===== src/rtl/cgra_launch_ctrl.sv =====
// cgra_launch_ctrl: registered launch sequencer for the TCAD array (config, SPM load, run, wait, done).
// Define LAUNCH_PERF_CNT_EN to report the launch duration on perf_cycles; otherwise perf_cycles is 0.
module cgra_launch_ctrl #(
   parameter int HC_W       = 832,
   parameter int A_W        = 10,
   parameter int D_W        = 32,
   parameter int CFG_CYCLES = 3,
   parameter int RC_W       = 16
) (
   input  logic               clk,
   input  logic               rst,
   input  logic               start,
   input  logic               abort,
   input  logic [HC_W-1:0]    cfg_word,
   input  logic [A_W-1:0]     load_base,
   input  logic [A_W:0]       load_len,
   input  logic [RC_W-1:0]    run_cycles,
   input  logic               src_valid,
   input  logic [D_W-1:0]     src_data,
   output logic               src_ready,
   output logic               init,
   output logic               run,
   output logic [HC_W-1:0]    host_controller,
   output logic [A_W+D_W+1:0] ex_bus,
   output logic               busy,
   output logic               done,
   output logic [31:0]        perf_cycles
);
   typedef enum logic [2:0] {IDLE, CONFIG, LOAD, RUN, WAIT, DONE} state_t;
   state_t          state;
   logic [RC_W-1:0] cnt, rc;
   logic [A_W:0]    rem;
   logic [A_W-1:0]  ptr, ex_addr;
   logic [D_W-1:0]  ex_data;
   logic            ex_wen;
   // the block only ever writes the scratchpad, so ex_ren is hard zero
   assign ex_bus = {ex_wen, 1'b0, ex_addr, ex_data};
   always_ff @(posedge clk or posedge rst)
      if (rst) begin
         state           <= IDLE;
         cnt             <= '0;
         rc              <= '0;
         rem             <= '0;
         ptr             <= '0;
         ex_addr         <= '0;
         ex_data         <= '0;
         ex_wen          <= 1'b0;
         src_ready       <= 1'b0;
         init            <= 1'b0;
         run             <= 1'b0;
         busy            <= 1'b0;
         done            <= 1'b0;
         host_controller <= '0;
      end else if (abort) begin
         state     <= IDLE;
         init      <= 1'b0;
         run       <= 1'b0;
         ex_wen    <= 1'b0;
         src_ready <= 1'b0;
         busy      <= 1'b0;
         done      <= 1'b0;
      end else begin
         run    <= 1'b0;
         ex_wen <= 1'b0;
         done   <= 1'b0;
         case (state)
            IDLE: if (start) begin
               state           <= CONFIG;
               init            <= 1'b1;
               busy            <= 1'b1;
               host_controller <= cfg_word;
               ptr             <= load_base;
               rem             <= load_len;
               rc              <= run_cycles;
               cnt             <= RC_W'(CFG_CYCLES);
            end
            CONFIG: begin
               cnt <= cnt - 1'b1;
               if (cnt == RC_W'(1)) begin
                  init      <= 1'b0;
                  src_ready <= rem != '0;
                  run       <= rem == '0;
                  state     <= rem != '0 ? LOAD : RUN;
               end
            end
            // the last write and the run pulse land in the same cycle
            LOAD: if (src_valid && src_ready) begin
               ex_wen  <= 1'b1;
               ex_addr <= ptr;
               ex_data <= src_data;
               ptr     <= ptr + 1'b1;
               rem     <= rem - 1'b1;
               if (rem == (A_W+1)'(1)) begin
                  src_ready <= 1'b0;
                  run       <= 1'b1;
                  state     <= RUN;
               end
            end
            RUN: begin
               cnt   <= rc;
               done  <= rc == '0;
               state <= rc != '0 ? WAIT : DONE;
            end
            WAIT: begin
               cnt <= cnt - 1'b1;
               if (cnt == RC_W'(1)) begin
                  done  <= 1'b1;
                  state <= DONE;
               end
            end
            DONE: begin
               busy  <= 1'b0;
               state <= IDLE;
            end
            default: state <= IDLE;
         endcase
      end
`ifdef LAUNCH_PERF_CNT_EN
   logic [31:0] pc, pc_inc;
   assign pc_inc = pc + 32'(pc != '1);
   always_ff @(posedge clk or posedge rst)
      if (rst) begin
         pc          <= '0;
         perf_cycles <= '0;
      end else if (state == IDLE) pc <= '0;
      else if (!abort) begin
         pc <= pc_inc;
         if (state == DONE) perf_cycles <= pc_inc;
      end
`else
   assign perf_cycles = '0;
`endif
endmodule


===== config.mk =====
export PLATFORM = sky130hd
export DESIGN_NAME = cgra_launch_ctrl
export DESIGN_NICKNAME = d
export VERILOG_FILES = /design/src/rtl/cgra_launch_ctrl.sv
export SDC_FILE = /design/constraint.sdc
export NUM_CORES = 2
export LEC_CHECK = 0
export CORE_AREA = 5 5 699 701
export CTS_BUF_LIST = sky130_fd_sc_hd__clkbuf_8
export CTS_CLUSTER_SIZE = 30
export DETAILED_ROUTE_END_ITERATION = 7
export DIE_AREA = 0 0 704 706
export PLACE_DENSITY = 0.31
export SLEW_MARGIN = 10
export SYNTH_ARGS = -nofsm -noshare
export SYNTH_HDL_FRONTEND = slang
export SYNTH_SLANG_ARGS = --single-unit

===== constraint.sdc =====
create_clock -name clk -period 31 [get_ports clk]
set_input_delay 6.2 -clock clk [delete_from_list [all_inputs] [get_ports clk]]
set_output_delay 6.2 -clock clk [all_outputs]
set_load 0.02 [all_outputs]

# Word-level counts from Yosys, hierarchy flattened
# Index checks and enable logic that the tools add are counted.
# totals
reg_bits	936
input_bits	906
out_inout_bits	913
word_cells	91
# op_classes
n_addsub	3
eq_ne	14
muxes	39
bitwise	1
n_reduce_logical	20
# op_table
operator	count
16-bit case mux with 3 select lines	1
11-bit two-way mux	2
11-bit case mux with 2 select lines	1
10-bit two-way mux	2
10-bit case mux with 2 select lines	1
1-bit two-way mux	19
3-bit two-way mux	6
16-bit by 1-bit == test with 1-bit output, second input constant	1
16-bit logical NOT	1
16-bit two-way mux	1
16-bit nonzero test	1
16-bit by 1-bit subtractor with 16-bit output, second input constant	1
3-bit inequality test, second input constant	5
3-bit case mux with 5 select lines	1
3-bit AND reduction	4
3-bit nonzero test	4
11-bit by 1-bit == test with 1-bit output, second input constant	1
11-bit logical NOT	1
11-bit nonzero test	1
11-bit by 1-bit subtractor with 11-bit output, second input constant	1
10-bit by 1-bit adder with 10-bit output, second input constant	1
1-bit case mux with 2 select lines	5
4-bit AND reduction	2
3-bit by 2-bit == test with 1-bit output, second input constant	2
10 further kinds	12

# Logic depth before layout (Yosys ltp)
# logic_depth
depth_word	5
mapped_depth	8
depth_no_buf	7

# Worst setup path before layout
# OpenSTA, ideal clock, no wires.
# synth_path
path_kind	input port to flip-flop
from	input port abort
to	register rem[1]
setup_time_ps	132
t_arrival_ps	7436
required_time_ps	30868
setup_slack_ps	23432
path_stages	6
path_buffers	2
path_cell_list	buf_2 or2_2 a211o_1 clkbuf_1 a211oi_1 a21oi_1
# synth_between
elab_chain_cells	2
# synth_lines
item	line_no	source
start: declaration	13	input logic abort,
1-bit NOT (no source line)	-	
4-bit AND reduction (no source line)	-	
end signal: assignment	73	rem <= load_len;
end signal: assignment	92	rem <= rem - 1'b1;
end: declaration	32	logic [A_W:0] rem;
# No other way between the ends.
# A chain may end at the register's enable or synchronous reset.

# Worst setup path after layout
# layout_path
from	input port abort
to	register host_controller[116]
# layout_between
elab_chain_cells	2
# layout_lines
item	line_no	source
1-bit NOT (no source line)	-	
3-bit AND reduction (no source line)	-	
end signal: assignment	71	host_controller <= cfg_word;
end: declaration	23	output logic [HC_W-1:0] host_controller,
# No other way between the ends.

==> qor.txt <==
DIE WIDTH -> 704 um
Synth Instances -> 2265
Worst Tran Pin Value -> 1.13 ns
post-synthesis mux area share -> 27.9%
core footprint -> 481000 um^2
commonest cells after routing, fill and taps aside -> 1785 x clkdlybuf4s50_1, 936 x dfrtp_1, 890 x mux2_2
register area -> 23400 um^2
worst path cell trace -> clkdlybuf4s50_1, nor2_1, nand3_4, buf_4, buf_4, buf_4, buf_4, buf_4, mux2_2
Fin. Hold Viols -> 0
All-Layer GR Usage -> 14.3%
Period Utilization, post-route -> 35.0%
post-cts sizing count -> 0
CP Class -> in -> reg
DR vias/cell -> 2.69
Clock Tree Buf Depth -> 4
Routed WL per cell -> 34.0 um
I/O Buffers -> 1785
drt drc -> 0
RSZ-0062 raised after global routing -> false
mean post-synth cell area -> 15.9 um^2
die height -> 706 um
filler cell count in the final layout -> 54100
maximum operating frequency -> 92.0 MHz
worst min path class -> reg -> reg
Compound-Gate Fraction of Synth Area -> 2.34%
initial antenna violation count -> 244
fraction of layout cells with a size suffix above 1 -> 28.6%
Fin Clk Skew -> 0.0621 ns
Iteration-0 DRC Markers -> 1185
Final #Nets -> 5092
number of synthesized flops with an enable pin -> 0
Async S/R FF share, synth -> 100%
area growth from synthesis to layout -> 84.0%
yosys warns -> 0
# rows -> 255
DR pass1 iterations -> 5
Distinct cells, synth -> 52
CP peak stage delay -> 0.83 ns
CTS tree -> built
grt ovf -> 0
critical path arrival -> 11.75 ns
die area -> 497000 um^2
main combinational cell family by area after synthesis -> multiplexers
first-pass GRT wire length -> 445000 um
clock sinks -> 936
final worst path period need -> 10.86 ns
Slowest cell on crit path -> buf_4
critical path endpoint category -> flop
max layer used -> met5
status -> complete, no violations
setup TNS -> 0 ns
FF-to-FF Start -> state[2]$_DFFE_PP0P_
largest net degree at the start of global routing -> 142
hpwl dp -> 322000 um
Post-CTS Setup Inserts -> 0
clock transition at the registers of the reported paths -> 0.06 ns
Finished Cell Area -> 66200 um^2
Place WS -> 19.12 ns
root buffer cell -> clkbuf_8
CP Buf/Inv Count -> 6
routed via count -> 29200
worst vdd ir -> 0.0495 mV
H-tree levels -> 4
Max Cap Viol -> 0
P_leak -> 25.1 nW
post-synthesis sequential area ratio -> 65.2%
Synth area leader -> dfrtp_1
top cells by area, synth -> dfrtp_1 65%, mux2_2 28%, buf_2 1.4%, buf_4 0.79%, a21oi_1 0.67%
Synth Area in Adders -> 0.209%
total CTS buffers -> 216
xor and xnor area share after synthesis -> 0%
commonest non-fill, non-tap cell in the layout -> clkdlybuf4s50_1
number of global-route vias before repair -> 31000
worst setup path start -> abort
Met3 Wirelength -> 39000 um
Boundary Pins -> 1819
Clock Latency Late Sink -> 1.00 ns
crit path launch type -> input pin
headroom to the max-slew limit -> 24.3%
Multi-input gate area -> 11800 um^2
Top cell by count, worst path -> buf_4
Routed Antenna Nets -> 0
Synth Area in Simple Gates -> 1.93%
hold buffers post-CTS -> 0
Crit Path Max Fanout -> 70
Setup Viol. Count Final -> 0
synthesized area -> 35900 um^2
Initial Util -> 7.47%
pwr dens -> 107 nW/um^2
Worst EP required -> 31.88 ns
Worst path top cell family by delay -> buffers and inverters
#FFs+latches synth -> 936
Metal-1 WL -> 133000 um
Yosys top cell area share -> 65.2%
met2 WL -> 184000 um
Total Wirelength -> 369000 um
Most used DFF post-synth -> dfrtp_1
Placed Instance Area -> 61400 um^2
GPL Wtd Cong -> 0.979
final setup margin -> 20.14 ns
hold wc startpoint -> host_controller[127]$_DFFE_PP0P_
Slew Limit Fails -> 0
## flip-flops by register name (all words and copies together) (netlist names)
name and count:
host_controller 832, ex_data 32, cnt 16, rc 16
rem 11, ex_addr 10, ptr 10, state 3
busy 1, done 1, ex_wen 1, init 1
run 1, src_ready 1
## per-stage QoR
stage	hold WS, ns	utilization, %	total power, mW	std cells
global placement	0.488	12.8	5.70	10400
detailed placement	0.492	12.8	5.69	10400
CTS	0.503	13.7	7.36	10800
finish	0.502	13.7	7.09	10900
global route	0.512	13.7	7.45	10800
floorplan	0.471	-	3.30	2297
## final cells by class
| type | count | area share, % |
|---|---|---|
| clock inverter | 111 | 1.21 |
| clock buffer | 266 | 5.53 |
| multi-input combinational | 1197 | 17.8 |
| inverter | 11 | 0.0681 |
| timing repair buffer | 1818 | 27.4 |
| tap | 6425 | 12.2 |
| sequential | 936 | 35.4 |
| antenna | 105 | 0.397 |
## cell usage after synthesis (3+ instances only)
cell,count
o21ai_0,47
or3_1,3
inv_1,11
and2_1,4
nand3_1,15
a32oi_1,5
o22ai_1,7
a22oi_1,9
a21o_1,4
nor2_1,26
nand2b_1,5
buf_4,38
nand4_1,4
and3_1,4
a31oi_1,6
a21oi_1,48
clkbuf_1,11
mux2_2,890
ha_1,6
nor4_1,9
dfrtp_1,936
buf_2,104
nor3_1,13
nand2_1,24
## where the power goes
part	switching, mW	total (mW)	internal [mW]
clock	0.708	1.56	0.854
sequential	0.437	2.19	1.75
combinational	1.98	3.34	1.36
total	3.12	7.09	3.97
## logic make-up (layout without fill, tap and decap cells)
logic type | after synthesis | count (layout)
other cells | 1 | 138
flops | 936 | 936
buf+inv | 164 | 2206
mux | 890 | 890
fa+ha+maj | 6 | 6
simple gates | 126 | 126
compound gates | 142 | 142
## final timing paths
check,to,depth (start not counted),slack (ns)
setup / recovery,host_controller[116]$_DFFE_PP0P_,9,20.14
hold / removal,host_controller[127]$_DFFE_PP0P_,1,0.50
setup reg to reg,host_controller[116]$_DFFE_PP0P_,8,25.40
hold reg to reg,host_controller[127]$_DFFE_PP0P_,1,0.50
max in group asynchronous,host_controller[18]$_DFFE_PP0P_,7,21.28
min in group asynchronous,host_controller[627]$_DFFE_PP0P_,3,5.82
## layer usage
layer  vias up  track usage [%]
met1     14900             15.1
met3       587             6.78
met4       110             4.09
met2      1596             25.2
met5         -                0
li1      12000                -
Power figures use the tool's default switching activity.
